===== src/rtl/multi_hex_display_if.sv =====
// Control bus for the multiplexed hex display: value to show plus live display options.
// load is a single-cycle strobe with no backpressure: data is taken on every rising edge where load=1.
interface multi_hex_display_if #(
    parameter int NUM_DIGITS = 4
);
    logic [4*NUM_DIGITS-1:0] data;
    logic                    load;
    logic [3:0]              state;
    logic                    show_state;
    logic                    blank_lz;
    logic                    blink_en;
    logic [NUM_DIGITS-1:0]   dp_mask;

    modport master (
        output data, load, state, show_state, blank_lz, blink_en, dp_mask
    );

    modport slave (
        input data, load, state, show_state, blank_lz, blink_en, dp_mask
    );
endinterface


===== src/rtl/multi_hex_display.sv =====
// Time-multiplexed driver for NUM_DIGITS common-anode 7-segment digits with
// tear-free frame updates, leading-zero blanking, state digit and blinking.
module multi_hex_display #(
    parameter int NUM_DIGITS   = 4,
    parameter int REFRESH_DIV  = 100000,
    parameter int BLINK_FRAMES = 64
) (
    input  logic                  clk,
    input  logic                  reset,
    multi_hex_display_if.slave    bus,
    output logic [NUM_DIGITS-1:0] anode,
    output logic [7:0]            catode,
    output logic                  frame_done
);
    localparam int IW = $clog2(NUM_DIGITS);
    localparam int CW = $clog2(REFRESH_DIV);
    localparam int FW = (BLINK_FRAMES > 1) ? $clog2(BLINK_FRAMES) : 1;
    localparam logic [IW-1:0] LAST_IDX = IW'(NUM_DIGITS - 1);
    localparam logic [CW-1:0] LAST_CNT = CW'(REFRESH_DIV - 1);
    localparam logic [FW-1:0] LAST_FRM = FW'(BLINK_FRAMES - 1);

    logic [CW-1:0]           cnt;
    logic [IW-1:0]           idx;
    logic [FW-1:0]           fcnt;
    logic                    phase;
    logic [4*NUM_DIGITS-1:0] pending;
    logic [4*NUM_DIGITS-1:0] disp;

    logic                    wrap;
    logic                    boundary;
    logic [NUM_DIGITS-1:0]   blank_vec;
    logic [NUM_DIGITS-1:0]   sel;
    logic [3:0]              cur_nib;
    logic                    cur_blank;
    logic                    cur_dp;

    function automatic logic [6:0] seg7(input logic [3:0] h);
        case (h)
            4'h0: seg7 = 7'h40;
            4'h1: seg7 = 7'h79;
            4'h2: seg7 = 7'h24;
            4'h3: seg7 = 7'h30;
            4'h4: seg7 = 7'h19;
            4'h5: seg7 = 7'h12;
            4'h6: seg7 = 7'h02;
            4'h7: seg7 = 7'h78;
            4'h8: seg7 = 7'h00;
            4'h9: seg7 = 7'h10;
            4'hA: seg7 = 7'h08;
            4'hB: seg7 = 7'h03;
            4'hC: seg7 = 7'h46;
            4'hD: seg7 = 7'h21;
            4'hE: seg7 = 7'h06;
            default: seg7 = 7'h0E;
        endcase
    endfunction

    assign wrap     = (cnt == LAST_CNT);
    assign boundary = wrap && (idx == LAST_IDX);

    // Zero run scans from the top digit down; the state digit is not data and is skipped.
    always_comb begin
        logic zero_run;
        zero_run  = 1'b1;
        blank_vec = '0;
        for (int j = NUM_DIGITS - 1; j >= 1; j--) begin
            if (!(bus.show_state && j == NUM_DIGITS - 1)) begin
                zero_run     = zero_run && (disp[j*4 +: 4] == 4'h0);
                blank_vec[j] = bus.blank_lz && zero_run;
            end
        end
    end

    always_comb begin
        sel       = '0;
        cur_nib   = 4'h0;
        cur_blank = 1'b0;
        cur_dp    = 1'b0;
        for (int j = 0; j < NUM_DIGITS; j++) begin
            if (idx == IW'(j)) begin
                sel[j]    = 1'b1;
                cur_nib   = disp[j*4 +: 4];
                cur_blank = blank_vec[j];
                cur_dp    = bus.dp_mask[j];
            end
        end
        if (bus.show_state && idx == LAST_IDX) begin
            cur_nib = bus.state;
        end
    end

    always_ff @(posedge clk or negedge reset) begin
        if (!reset) begin
            cnt        <= '0;
            idx        <= '0;
            fcnt       <= '0;
            phase      <= 1'b0;
            pending    <= '0;
            disp       <= '0;
            anode      <= '1;
            catode     <= 8'hFF;
            frame_done <= 1'b0;
        end else begin
            cnt        <= wrap ? '0 : cnt + 1'b1;
            frame_done <= boundary;
            if (wrap) begin
                idx <= (idx == LAST_IDX) ? '0 : idx + 1'b1;
            end

            if (bus.load) begin
                pending <= bus.data;
            end
            // A load landing on the boundary bypasses pending so it shows this frame.
            if (boundary) begin
                disp <= bus.load ? bus.data : pending;
            end

            if (!bus.blink_en) begin
                fcnt  <= '0;
                phase <= 1'b0;
            end else if (boundary) begin
                if (fcnt == LAST_FRM) begin
                    fcnt  <= '0;
                    phase <= ~phase;
                end else begin
                    fcnt <= fcnt + 1'b1;
                end
            end

            anode  <= (bus.blink_en && phase) ? '1 : ~sel;
            catode <= {~cur_dp, cur_blank ? 7'h7F : seg7(cur_nib)};
        end
    end
endmodule


===== src/flat_wrapper.sv =====
// flat-port wrapper written by rule: the top's interface ports become plain ports
module multi_hex_display_flat 
#(
    parameter int NUM_DIGITS   = 4,
    parameter int REFRESH_DIV  = 100000,
    parameter int BLINK_FRAMES = 64
)
  (clk, reset, anode, catode, frame_done, bus_data, bus_load, bus_state, bus_show_state, bus_blank_lz, bus_blink_en, bus_dp_mask);
  multi_hex_display_if #(.NUM_DIGITS(NUM_DIGITS)) bus_i ();
  input  logic clk;
  input  logic reset;
  output logic [NUM_DIGITS-1:0] anode;
  output logic [7:0] catode;
  output logic frame_done;
  input wire logic [$bits(bus_i.data)-1:0] bus_data;
  input wire logic [$bits(bus_i.load)-1:0] bus_load;
  input wire logic [$bits(bus_i.state)-1:0] bus_state;
  input wire logic [$bits(bus_i.show_state)-1:0] bus_show_state;
  input wire logic [$bits(bus_i.blank_lz)-1:0] bus_blank_lz;
  input wire logic [$bits(bus_i.blink_en)-1:0] bus_blink_en;
  input wire logic [$bits(bus_i.dp_mask)-1:0] bus_dp_mask;
  assign bus_i.data = bus_data;
  assign bus_i.load = bus_load;
  assign bus_i.state = bus_state;
  assign bus_i.show_state = bus_show_state;
  assign bus_i.blank_lz = bus_blank_lz;
  assign bus_i.blink_en = bus_blink_en;
  assign bus_i.dp_mask = bus_dp_mask;
  multi_hex_display #(.NUM_DIGITS(NUM_DIGITS), .REFRESH_DIV(REFRESH_DIV), .BLINK_FRAMES(BLINK_FRAMES)) u_core (.clk(clk), .reset(reset), .bus(bus_i), .anode(anode), .catode(catode), .frame_done(frame_done));
endmodule

===== config.mk =====
export PLATFORM = sky130hd
export DESIGN_NAME = multi_hex_display_flat
export DESIGN_NICKNAME = d
export VERILOG_FILES = /design/src/rtl/multi_hex_display_if.sv /design/src/rtl/multi_hex_display.sv /design/src/flat_wrapper.sv
export SDC_FILE = /design/constraint.sdc
export NUM_CORES = 1
export LEC_CHECK = 0
export BUFFER_PORTS_ARGS = -buffer_cell sky130_fd_sc_hd__buf_4
export CORE_MARGIN = 2
export CORE_UTILIZATION = 55
export DETAILED_ROUTE_END_ITERATION = 6
export GPL_TIMING_DRIVEN = 0
export MAX_ROUTING_LAYER = met4
export PLACE_DENSITY = 0.76
export SLEW_MARGIN = 20
export SYNTH_ARGS = -nofsm -noshare
export SYNTH_HDL_FRONTEND = slang
export SYNTH_SLANG_ARGS = --single-unit
export TNS_END_PERCENT = 30

===== constraint.sdc =====
create_clock -name clk -period 7.7 [get_ports clk]
set_clock_uncertainty 0.2 [all_clocks]
set_input_delay 1.155 -clock clk [delete_from_list [all_inputs] [get_ports clk]]
set_output_delay 1.155 -clock clk [all_outputs]
set_load 0.05 [all_outputs]

==> impl_metrics.ini <==
[clock_tree]
cts_resized = 0
cts_buffer_depth = 2
cts_buffers = 9
hold_buffers = 0
cts.clk_slew.worst_paths_ps = 80
cts_tree = done
htree_levels = 3
clock-root-buffer = clkbuf_8
cts_setup_buffers = 0
clock_latency_ps = 340
cts_sinks = 71

[die]
initial_utilization_pct = 56.7
num_rows = 28
ios = 43
dieArea_sq_mm = 0.00675
die_w_um = 82.2
die_h_um = 82.2
core_area_sq_mm = 0.00592

[timing]
timing.setup.tns_ps = 0
clock.fmax_ghz = 0.310
finalCritPeriodShare_pct = 41.9
slew_viol_final = 0
setup_viol = 0
period_minus_slack_ps = 3220
worstMarginPinSlew_ps = 871
slew_headroom_pct = 41.9
finalHoldViolCount = 0
grt_setup_unrepaired = false

[job]
drv_cap = 0

[setup_path]
ff2ff_path_depth = 12
critPathRequiredTime_ps = 7760
cpLargestDelayFamily = compound AO/OA/AOI/OAI gates
crit_fanout = 8
r2r_start = u_core.idx[1]
slowest_stage = a22oi_1
worst_setup_path_end_kind = flop
path_cells = clkbuf_1, mux2_2, a22oi_1, inv_1, ha_1, a31oi_1, o221ai_1, o31ai_1, a31oi_1
cp.arrival_ps = 3280
reg2reg_slack_ps = 4480
crit_buf_inv = 2
worstSetupStartpointType = input port
regToRegEndpoint = u_core.catode[0]
critical_path.max_stage_delay_ps = 450
path_common_cell = a31oi_1
crit_type = in2reg

[finish]
multi_input_area_sq_mm = 0.00148
synthToLayoutAreaGrowth_pct = 17.4
final_layout_size_suffix_gt1_share_pct = 28.3
regArea_sq_mm = 0.00179
final_cells = 432
nets = 394
fill_cells = 478
antennaDiodeCount = 0

[global_routing]
grt_use_total_pct = 22.6
overflow = 0
grt_pass1_vias = 2317
grt_pass1_wl_mm = 11.1
antenna_found_initial = 0
grt_max_degree = 72

[pwr]
peakVddDrop_mv = 0.127
powerDensity_mw_per_mm2 = 193
leakagePower_nw = 1.78

[status]
status = finished clean

[synth]
synth_top_area_share_pct = 43.9
ys_types = 42
ys_warn_count = 0
synth_edf_count = 0
yosysMostFrequentCell = dfrtp_1
ys.flop_type = dfrtp_1
syn_inst = 301
avgSynthCellArea_sq_um = 11.2
syn_nets = 343
yosysTopAreaCell = dfrtp_1
synth_area_leaders = dfrtp_1, mux2_2, dfstp_2
ys_seq_area_share_pct = 53.3
synthTopCellsByCount = dfrtp_1, mux2_2, nand2_1, nor2_1, a21oi_1
ys_async_sr_fraction_pct = 100
synth_seq_cells = 71
syn-cell-area_sq_mm = 0.00336

[hold_path]
min-delay-start = u_core.cnt[0]
holdPathEnd = u_core.cnt[0]
hp-class = reg2reg
hold_path_depth = 1

[placement]
numPortBuffers = 40
dp.cells = 416
gp_congestion = 0.840
dp_hpwl_mm = 4.68

[route]
vias = 2446
drc = 0
routed_wl_mm = 6.69
wl_per_cell_um = 15.5
final_antenna_net_count = 0
viasPerCell = 5.66
dr.pass1.iters = 4
drtIter0Drc = 190
## layout by cell type, fill, tap and decap left out, types with 3 or more instances in the layout
master    instances
dfstp_2          12
or4_1             5
o31ai_1           3
buf_4            40
a31oi_1           3
ha_1             12
xor2_1            8
dfrtp_1          59
a221o_1           3
nor2_1           20
mux2_2           32
mux2i_1           7
nand2_1          28
nor2b_1           5
clkinv_2          3
inv_1            13
or3_1             7
and3_1            3
o21ai_0           8
clkbuf_1         12
o221ai_1          5
clkbuf_8         10
a21oi_1          14
nand3_1          13
xnor2_1           5
## where the power goes
part           leakage [nW]  switching, mW  internal (mW)
clock                 0.100          0.135          0.157
sequential            0.873        0.00593          0.391
combinational         0.804         0.0420         0.0317
total                  1.78          0.183          0.580
## flip-flops by register name, summed over array words and instances (netlist names)
signal	cells
u_core.phase	1
u_core.idx	2
u_core.pending	16
u_core.catode	8
u_core.cnt	17
u_core.anode	4
u_core.fcnt	6
u_core.disp	16
u_core.frame_done	1
## final cells by class
type                       count  area share, %
sequential                    71           45.4
multi-input combinational    206           37.4
timing repair buffer          40           7.61
clock buffer                  12           3.68
tap                           75           2.38
inverter                      13           1.24
clock inverter                 4           1.14
buffer                        11           1.08
## how the worst max path moves through the flow
stage	from	end	slack, ps	cells past startpoint
floorplan	bus_show_state	u_core.catode[0]	4560	9
global placement	bus_show_state	u_core.catode[0]	4290	9
detailed placement	bus_show_state	u_core.catode[0]	4210	9
CTS	u_core.idx[1]	u_core.catode[0]	4510	12
global route	u_core.idx[1]	u_core.catode[0]	4250	12
finish	bus_show_state	u_core.catode[0]	4480	9
## per-stage QoR
stage | total power [mW] | setup slack, ps | instance area (sq um) | utilization (%) | hold WS [ps]
after floorplan | 0.446 | 4560 | 3360 | - | 247
after global placement | 0.475 | 4290 | 3750 | 63.4 | 266
after detailed placement | 0.478 | 4210 | 3750 | 63.4 | 272
after CTS | 0.769 | 4510 | 3940 | 66.6 | 285
after global routing | 0.793 | 4250 | 3940 | 66.6 | 310
final | 0.763 | 4480 | 3940 | 66.6 | 279
## kinds of logic after synthesis
family | count (synthesis) | synth area share, %
mux | 39 | 12.8
buf+inv | 24 | 2.72
fa+ha+maj | 12 | 4.47
simple gates | 96 | 14.3
flops | 71 | 53.3
xor+xnor | 13 | 3.39
compound gates | 46 | 9.01
## layer usage
| metal | global-route usage, % | wire [um] | part of all wire, % | up-vias |
|---|---|---|---|---|
| met5 | - | 0 | 0 | - |
| met4 | 6.67 | 57 | 0.85 | 0 |
| met3 | 5.00 | 293 | 4.4 | 8 |
| met2 | 35.1 | 3190 | 48 | 67 |
| met1 | 30.1 | 3140 | 47 | 1193 |
| li1 | - | - | - | 1178 |
(Power assumes the default switching activity.)
